**src/rtl/fp16_pkg.sv**
```systemverilog
// fp16_pkg: fp16 (1/5/10) type, field widths and a truncating adder.
// Used by fp16_add_arbiter and its testbench.
package fp16_pkg;

    localparam int EXP_W = 5;
    localparam int MAN_W = 10;

    typedef logic [15:0] fp16_t;

    localparam fp16_t FP16_ZERO = 16'h0000;

    // Truncating add, no Inf/NaN, no subnormals.
    // A zero magnitude on either side passes the other operand through.
    function automatic fp16_t fp16_add(fp16_t a, fp16_t b);
        fp16_t                  x;
        fp16_t                  y;
        fp16_t                  r;
        logic [EXP_W-1:0]       dexp;
        logic [MAN_W:0]         fx;
        logic [MAN_W:0]         fy;
        logic [MAN_W+1:0]       s;
        logic signed [EXP_W+1:0] e;
        r    = FP16_ZERO;
        x    = a;
        y    = b;
        dexp = '0;
        fx   = '0;
        fy   = '0;
        s    = '0;
        e    = '0;
        if (a[14:0] == 15'd0) begin
            r = b;
        end else if (b[14:0] == 15'd0) begin
            r = a;
        end else if (a[14:0] == b[14:0] && a[15] != b[15]) begin
            r = FP16_ZERO;
        end else begin
            // x is the larger magnitude, so a difference never goes negative
            if (a[14:0] < b[14:0]) begin
                x = b;
                y = a;
            end
            dexp = x[14:10] - y[14:10];
            fx   = {1'b1, x[9:0]};
            fy   = {1'b1, y[9:0]} >> dexp;
            e    = {2'b00, x[14:10]};
            if (x[15] == y[15]) begin
                s = {1'b0, fx} + {1'b0, fy};
                if (s[MAN_W+1]) begin
                    s = s >> 1;
                    e = e + 7'sd1;
                end
            end else begin
                s = {1'b0, fx} - {1'b0, fy};
                for (int i = 0; i < MAN_W; i++) begin
                    if (!s[MAN_W]) begin
                        s = s << 1;
                        e = e - 7'sd1;
                    end
                end
            end
            if (e < 0)
                r = FP16_ZERO;
            else
                r = {x[15], e[EXP_W-1:0], s[MAN_W-1:0]};
        end
        return r;
    endfunction

endpackage

```
**src/rtl/fp16_add_arbiter_if.sv**
```systemverilog
// fp16_add_arbiter_if: requester lanes, result channel and busy flag.
// master = requesters/consumer side, slave = the arbiter.
interface fp16_add_arbiter_if #(
    parameter int NUM_REQ = 4,
    parameter int ID_W    = 2
);
    logic [NUM_REQ-1:0]    req_valid;
    logic [16*NUM_REQ-1:0] req_a;
    logic [16*NUM_REQ-1:0] req_b;
    logic [NUM_REQ-1:0]    req_ready;
    logic                  res_valid;
    logic [15:0]           res_data;
    logic [ID_W-1:0]       res_id;
    logic                  res_ready;
    logic                  busy;

    modport master (
        output req_valid, req_a, req_b, res_ready,
        input  req_ready, res_valid, res_data, res_id, busy
    );

    modport slave (
        input  req_valid, req_a, req_b, res_ready,
        output req_ready, res_valid, res_data, res_id, busy
    );
endinterface

```
**src/rtl/rr_arbiter.sv**
```systemverilog
// rr_arbiter: round-robin one-hot grant with an internal pointer.
// Ports: clk, reset, req (vector), en, gnt (one-hot), gnt_id (index).
module rr_arbiter #(
    parameter int NUM_REQ = 4,
    parameter int ID_W    = 2
) (
    input  logic               clk,
    input  logic               reset,
    input  logic [NUM_REQ-1:0] req,
    input  logic               en,
    output logic [NUM_REQ-1:0] gnt,
    output logic [ID_W-1:0]    gnt_id
);
    localparam int IW = ID_W + 1;

    logic [ID_W-1:0] rr_ptr;
    logic [IW-1:0]   idx;
    logic            found;

    // First valid lane at or after rr_ptr, wrapping modulo NUM_REQ
    always_comb begin
        gnt    = '0;
        gnt_id = '0;
        found  = 1'b0;
        idx    = '0;
        for (int i = 0; i < NUM_REQ; i++) begin
            idx = {1'b0, rr_ptr} + IW'(i);
            if (idx >= IW'(NUM_REQ))
                idx = idx - IW'(NUM_REQ);
            if (en && !found && req[idx[ID_W-1:0]]) begin
                found               = 1'b1;
                gnt[idx[ID_W-1:0]]  = 1'b1;
                gnt_id              = idx[ID_W-1:0];
            end
        end
    end

    always_ff @(posedge clk) begin
        if (reset)
            rr_ptr <= '0;
        else if (found) begin
            if (gnt_id == ID_W'(NUM_REQ - 1))
                rr_ptr <= '0;
            else
                rr_ptr <= gnt_id + ID_W'(1);
        end
    end
endmodule

```
**src/rtl/fp16_add_arbiter.sv**
```systemverilog
// fp16_add_arbiter: shares one fp16 adder among NUM_REQ lanes, round-robin.
// Ports: clk, reset (sync, active high), bus (slave: req_*, res_*, busy).
module fp16_add_arbiter
    import fp16_pkg::*;
#(
    parameter int NUM_REQ = 4,
    parameter int ID_W    = 2
) (
    input  logic                clk,
    input  logic                reset,
    fp16_add_arbiter_if.slave   bus
);
    logic               can_accept;
    logic [NUM_REQ-1:0] gnt;
    logic [ID_W-1:0]    gnt_id;
    fp16_t              op_a;
    fp16_t              op_b;
    logic               res_valid_q;
    fp16_t              res_data_q;
    logic [ID_W-1:0]    res_id_q;

    // A consumed result frees the register in the same edge
    assign can_accept = !reset && (!res_valid_q || bus.res_ready);

    rr_arbiter #(
        .NUM_REQ (NUM_REQ),
        .ID_W    (ID_W)
    ) u_arb (
        .clk    (clk),
        .reset  (reset),
        .req    (bus.req_valid),
        .en     (can_accept),
        .gnt    (gnt),
        .gnt_id (gnt_id)
    );

    assign op_a = bus.req_a[16*gnt_id +: 16];
    assign op_b = bus.req_b[16*gnt_id +: 16];

    always_ff @(posedge clk) begin
        if (reset) begin
            res_valid_q <= 1'b0;
            res_data_q  <= FP16_ZERO;
            res_id_q    <= '0;
        end else if (|gnt) begin
            res_valid_q <= 1'b1;
            res_data_q  <= fp16_add(op_a, op_b);
            res_id_q    <= gnt_id;
        end else if (bus.res_ready) begin
            res_valid_q <= 1'b0;
        end
    end

    assign bus.req_ready = gnt;
    assign bus.res_valid = res_valid_q;
    assign bus.res_data  = res_data_q;
    assign bus.res_id    = res_id_q;
    assign bus.busy      = res_valid_q || (|bus.req_valid);
endmodule

```
**src/flat_wrapper.sv**
```systemverilog
// flat-port wrapper written by rule: the top's interface ports become plain ports
module fp16_add_arbiter_flat import fp16_pkg::*;
#(
    parameter int NUM_REQ = 4,
    parameter int ID_W    = 2
)
  (clk, reset, bus_req_valid, bus_req_a, bus_req_b, bus_res_ready, bus_req_ready, bus_res_valid, bus_res_data, bus_res_id, bus_busy);
  fp16_add_arbiter_if #(.NUM_REQ(NUM_REQ), .ID_W(ID_W)) bus_i ();
  input  logic clk;
  input  logic reset;
  input wire logic [$bits(bus_i.req_valid)-1:0] bus_req_valid;
  input wire logic [$bits(bus_i.req_a)-1:0] bus_req_a;
  input wire logic [$bits(bus_i.req_b)-1:0] bus_req_b;
  input wire logic [$bits(bus_i.res_ready)-1:0] bus_res_ready;
  output wire logic [$bits(bus_i.req_ready)-1:0] bus_req_ready;
  output wire logic [$bits(bus_i.res_valid)-1:0] bus_res_valid;
  output wire logic [$bits(bus_i.res_data)-1:0] bus_res_data;
  output wire logic [$bits(bus_i.res_id)-1:0] bus_res_id;
  output wire logic [$bits(bus_i.busy)-1:0] bus_busy;
  assign bus_i.req_valid = bus_req_valid;
  assign bus_i.req_a = bus_req_a;
  assign bus_i.req_b = bus_req_b;
  assign bus_i.res_ready = bus_res_ready;
  assign bus_req_ready = bus_i.req_ready;
  assign bus_res_valid = bus_i.res_valid;
  assign bus_res_data = bus_i.res_data;
  assign bus_res_id = bus_i.res_id;
  assign bus_busy = bus_i.busy;
  fp16_add_arbiter #(.NUM_REQ(NUM_REQ), .ID_W(ID_W)) u_core (.clk(clk), .reset(reset), .bus(bus_i));
endmodule
```
**config.mk**
```make
export PLATFORM = sky130hd
export DESIGN_NAME = fp16_add_arbiter_flat
export DESIGN_NICKNAME = d
export VERILOG_FILES = /design/src/rtl/fp16_pkg.sv /design/src/rtl/fp16_add_arbiter_if.sv /design/src/rtl/rr_arbiter.sv /design/src/rtl/fp16_add_arbiter.sv /design/src/flat_wrapper.sv
export SDC_FILE = /design/constraint.sdc
export NUM_CORES = 1
export LEC_CHECK = 0
export CAP_MARGIN = 25
export CORE_MARGIN = 4
export CORE_UTILIZATION = 45
export DETAILED_ROUTE_END_ITERATION = 10
export GPL_TIMING_DRIVEN = 1
export PLACE_DENSITY = 0.79
export SLEW_MARGIN = 20
export SYNTH_ARGS = -nofsm -noshare
export SYNTH_HDL_FRONTEND = slang
export SYNTH_SLANG_ARGS = --single-unit
```
**constraint.sdc**
```tcl
create_clock -name clk -period 34 [get_ports clk]
set_clock_uncertainty 0.05 [all_clocks]
set_input_delay 3.4 -clock clk [delete_from_list [all_inputs] [get_ports clk]]
set_output_delay 3.4 -clock clk [all_outputs]
set_load 0.1 [all_outputs]
```
==> summary.md, run 1 <==
| Metric | Value |
|---|---|
| Post-Syn Area | `~8000 um^2` |
| Reg clk slew, reported paths | `0.07 ns` |
| Initial drt markers | `1241` |
| Sequential Area | `approximately 420 um^2` |
| CTS buffer count | `3` |
| Startpoint types | `input port` |
| Placement Cell Area | `9445 um^2` |
| Post-synth EDFFs | `0` |
| DRC | `0` |
| Unrepaired setup endpoints after global routing | `no` |
| Ys async rst share | `0%` |
| Post-CTS setup buffers | `0` |
| 1st-pass router iterations | `5` |
| Worst path slowest cell | `xnor2_1` |
| Hold_buf cts | `0` |
| Final Instance Count excl. Fillers | `1512` |
| Initial Util | `46.51%` |
| Diodes inserted | `0` |
| Pin count of the biggest net entering global routing | `71` |
| Ys flop type | `dfxtp_1` |
| Sequential area share after synthesis | `5.393%` |
| Delay-heaviest family, CP | `compound AO/OA/AOI/OAI gates` |
| CP Class | `in -> reg` |
| Longest Clk Path Bufs | `2` |
| Worst Path Required | `approximately 34 ns` |
| Fin crit share | `55.62%` |
| Final antenna-violating net count | `0` |
| Critical path fanouts, max | `70` |
| Worst Tran Pin Value | `1.109 ns` |
| Placer Congestion | `roughly 0.96` |
| Multi-input logic area | `6850 um^2` |
| Max incr delay on CP | `0.80 ns` |
| Synth top area cells | `nand2_1 9.4%, ha_1 7.5%, mux2i_1 6.9%, nor2_1 5.7%, dfxtp_1 5.4%` |
| Core Util, Final | `56.83%` |
| Total wire length | `29750 um` |
| Via count | `9689` |
| GR Util All Layers | `roughly 28%` |
| Layout net count | `around 1500` |
| Final hold violations | `0` |
| CTS tree | `done` |
| Root buf cell | `clkbuf_16` |
| Core area | `16760 um^2` |
| Largest area contributor in the netlist | `nand2_1` |
| Synth top area share | `9.438%` |
| Area delta synth->final | `22.20%` |
| IO Pins | `159` |
| DR vias/cell | `6.408` |
| Worst R2R Setup Slack | `17.08 ns` |
| Worst Setup SP | `bus_req_valid[1]` |
| Slew Limit Headroom | `25.52%` |
| Final instance area | `roughly 9500 um^2` |
| Critical path depth | `61` |
| Reg2Reg Depth | `62` |
| Critical path destination | `u_core.bus.res_data[7]` |
| H-tree depth | `1` |
| HP Class | `reg -> reg` |
| Max cap viols | `0` |
| Cts repair resizes | `0` |
| Antenna violations before repair | `0` |
| WP buf/inv | `6` |
| Worst r2r src | `u_core.u_arb.rr_ptr[0]` |
| Most frequent cells in the layout | `196 x nand2_1, 158 x clkdlybuf4s50_1, 119 x nor2_1` |
| First-pass GRT wire length | `between 40000 and 50000 um` |
| Commonest non-fill, non-tap cell in the layout | `nand2_1` |
| Wire per inst | `19.68 um` |
| Clock Latency Late Sink | `0.27 ns` |
| Chip Width | `~140 um` |
| Synth Register Bits | `21` |
| Final min period | `about 19 ns` |
| Layout cells sized above 1 | `6.115%` |
| Chip height | `about 140 um` |
| Worst flop-to-flop path endpoint | `u_core.bus.res_data[7]` |
| Top cell by count, worst path | `ha_1` |
| FMAX | `0.05288 GHz` |
| Synthesized net count | `1372` |
| Buffers on Ports | `approximately 160` |
| Yosys Warn Count | `0` |
| Status | `finished clean` |
| Hpwl dp | `23920 um` |
| Post-Syn Instances | `~1200` |
| Dpl cells | `1508` |
| Die Area | `~20000 um^2` |
| Netlist cell types | `104` |
| Worst Path Arrival | `19.03 ns` |
| Crit. End Element | `register` |
| Post-synthesis average cell area | `6.561 um^2` |
| Setup-failing EPs final | `0` |
| Number of clock sinks | `21` |
| Grt total ovfl | `0` |
| Pins over their slew limit | `0` |
| Fill count | `1656` |
| Number of global-route vias before repair | `8722` |
| Final TNS setup | `0 ns` |
| Site Rows | `between 40 and 50` |
per-layer routing:
layer  part of all wire, %  GRT usage [%]  wire [um]
met1                    41          38.24      12250
met5                     0              0          0
met2                    45          46.23      13450
met3                   9.0          3.602       2663
met4                   4.7          11.52       1396
kinds of logic (layout without fill, tap and decap cells):
group	Yosys count	in the layout	share of synthesized area, %
and+or+nand+nor	520	520	31.96
AOI/OAI and AO/OA	335	335	29.98
buffers and inverters	129	233	6.790
muxes	70	70	9.824
xor gates and xnor gates	64	64	7.994
adders and majority gates	49	49	8.058
DFF	21	21	5.393
metrics by stage:
stage / worst slack [ns] / hold WS (ns)
after floorplan: 17.01 / 0.6235
after global placement: 15.74 / 0.4272
after detailed placement: 15.27 / 0.4351
after CTS: 15.49 / 0.4513
after global routing: 13.95 / 0.4760
final: 15.09 / 0.4509
cells in the mapped netlist, types with 13 or more instances:
cell and count:
nand4_1 13, dfxtp_1 21, nor2b_1 17, mux2i_1 54, nand2_1 196, and3_1 17
ha_1 47, xnor2_1 47, inv_1 54, o21ai_0 61, nor3_1 25, nand3_1 59
a21oi_1 78, a211oi_1 23, a31oi_1 16, nor2_1 119, clkbuf_1 45
flip-flops by register name, indices dropped and copies added (netlist names):
register / count
u_core.bus.res_data: 16
u_core.bus.res_id: 2
u_core.bus.res_valid: 1
u_core.u_arb.rr_ptr: 2
worst register-to-register path, delay by kind of cell (launching register included):
family / cells / cell delay (ns)
simple gates: 16 / 3.55
mux: 2 / 0.74
xor+xnor: 4 / 1.91
fa+ha+maj: 9 / 2.68
compound gates: 25 / 6.00
flops: 1 / 0.85
buf+inv: 6 / 1.02
cell type report:
type,instances,area share [%]
timing repair buffer,172,17.71
multi-input combinational,1038,71.92
inverter,57,2.246
sequential,21,4.413
clock buffer,4,0.8275
tap,220,2.890
worst min path at each step:
stage | endpoint | cells after the start | startpoint
2_1_floorplan | u_core.u_arb.rr_ptr[1] | 3 | u_core.u_arb.rr_ptr[1]
4_1_cts | u_core.bus.res_id[1] | 2 | u_core.bus.res_id[1]
6_report | u_core.bus.res_id[1] | 2 | u_core.bus.res_id[1]
5_1_grt | u_core.bus.res_data[13] | 2 | u_core.bus.res_data[13]
3_3_place_gp | u_core.bus.res_id[1] | 2 | u_core.bus.res_id[1]
3_5_place_dp | u_core.bus.res_id[1] | 2 | u_core.bus.res_id[1]
Power of run 1 is left out: the tool's default activity adds up to more than one toggle a clock period on the data nets, which glitch-free logic cannot reach.
==> inputs of run 2 (changes only) <==
- clock period: 34 -> 18.9 ns (I/O delays scaled with it)
==> summary.md, run 2 (synthesized netlist as in run 1, its figures left out) <==
| Metric | Value |
|---|---|
| Setup-failing EPs final | `0` |
| Worst Tran Pin Value | `roughly 1.1 ns` |
| FMAX | `around 0.059 GHz` |
| Pins over their slew limit | `0` |
| Diodes inserted | `0` |
| 1st-pass router iterations | `6` |
| Final antenna-violating net count | `0` |
| Placer Congestion | `1.012` |
| Chip Width | `139.6 um` |
| Max cap viols | `0` |
| Initial drt markers | `1400` |
| Final hold violations | `0` |
| Final min period | `16.97 ns` |
| Initial Util | `46.51%` |
| Worst Path Required | `roughly 19 ns` |
| Unrepaired setup endpoints after global routing | `no` |
| CTS buffer count | `3` |
| Hold_buf cts | `0` |
| Crit. End Element | `register` |
| Die Area | `19490 um^2` |
| Clock Latency Late Sink | `around 0.26 ns` |
| Cts repair resizes | `0` |
| Fill count | `1629` |
| HP Class | `reg -> reg` |
| Max incr delay on CP | `0.81 ns` |
| DR vias/cell | `6.348` |
| Layout cells sized above 1 | `between 6 and 7%` |
| Delay-heaviest family, CP | `compound AO/OA/AOI/OAI gates` |
| Commonest non-fill, non-tap cell in the layout | `nand2_1` |
| Number of clock sinks | `21` |
| Hpwl dp | `24150 um` |
| Grt total ovfl | `0` |
| Root buf cell | `clkbuf_16` |
| Via count | `roughly 9600` |
| GR Util All Layers | `29.09%` |
| CP Class | `in -> reg` |
| Critical path fanouts, max | `52` |
| DRC | `0` |
| Status | `finished clean` |
| Site Rows | `47` |
| Layout net count | `1480` |
| IO Pins | `around 160` |
| WP buf/inv | `7` |
| First-pass GRT wire length | `47020 um` |
| Max reg flops | `16` |
| Most frequent cells in the layout | `196 x nand2_1, 158 x clkdlybuf4s50_1, 119 x nor2_1` |
| Worst Setup SP | `bus_req_valid[2]` |
| Pin count of the biggest net entering global routing | `60` |
| Worst Path Arrival | `17.07 ns` |
| Chip height | `between 100 and 150 um` |
| Fin crit share | `89.80%` |
| Worst path slowest cell | `xnor2_1` |
| Worst r2r src | `u_core.u_arb.rr_ptr[0]` |
| H-tree depth | `1` |
| Reg clk slew, reported paths | `0.07 ns` |
| Slew Limit Headroom | `roughly 28%` |
| CTS tree | `done` |
| Longest Clk Path Bufs | `2` |
| Total wire length | `30170 um` |
| Min-delay src | `u_core.bus.res_id[0]` |
| Startpoint types | `input port` |
| Sequential Area | `about 420 um^2` |
| Post-CTS setup buffers | `0` |
| Final TNS setup | `0 ns` |
| Multi-input logic area | `6849 um^2` |
| Number of global-route vias before repair | `8708` |
| Wire per inst | `19.91 um` |
| Area delta synth->final | `22.60%` |
| Buffers on Ports | `158` |
| Core area | `16760 um^2` |
| Antenna violations before repair | `0` |
[run 2: changes by cell type in the layout (fill, tap and decap cells not counted), sizes merged]
cell | before | now
buf | 14 | 17
[run 2: path summary, 6_finish.rpt]
check	cells past startpoint	to	slack [ns]
worst max-delay path	62	u_core.bus.res_data[7]	1.93
worst min-delay path	2	u_core.bus.res_id[0]	0.46
worst max register to register	65	u_core.bus.res_data[7]	2.46
worst min register to register	2	u_core.bus.res_id[0]	0.46
[run 2: metrics by stage]
| stage | cell area [um^2] | setup WS (ns) | util [%] | instances | hold slack [ns] |
|---|---|---|---|---|---|
| 6_report | 9557 | 1.928 | 57.02 | 1515 | 0.4577 |
| 5_1_grt | 9557 | 0.8479 | 57.02 | 1515 | 0.5003 |
| 4_1_cts | 9552 | 2.280 | 56.99 | 1514 | 0.4557 |
| 3_5_place_dp | 9473 | 2.139 | 56.52 | 1510 | 0.4402 |
| 3_3_place_gp | 9473 | 2.486 | 56.52 | 1510 | 0.4349 |
| 2_1_floorplan | 7795 | 3.421 | - | 1188 | 0.6235 |
[run 2: worst register-to-register path: cells and delay by family, from the launching register on]
family	cells	cell delay, ns
AOI/OAI and AO/OA	24	5.77
buffers and inverters	7	1.36
DFF	1	0.86
muxes	2	0.75
xor gates and xnor gates	2	1.06
and+or+nand+nor	22	3.83
adders and majority gates	8	2.68
[run 2: area by class of cell]
type                    instances  share of cell area, %
repair buffers                175                  17.99
clock buffers                   4                 0.8248
multi-input cells            1038                  71.67
inverters                      57                  2.239
flip-flops and latches         21                  4.399
well taps                     220                  2.880
[run 2: layer usage]
| metal | GRT usage, % | wire (um) | up-vias |
|---|---|---|---|
| met5 | 0 | 0 | - |
| met4 | 9.638 | 1134 | 0 |
| met3 | 4.254 | 2612 | 73 |
| met2 | 47.91 | 13850 | 506 |
| met1 | 39.13 | 12580 | 4481 |
| li1 | - | - | 4557 |
Power of run 2 is left out for the same reason.
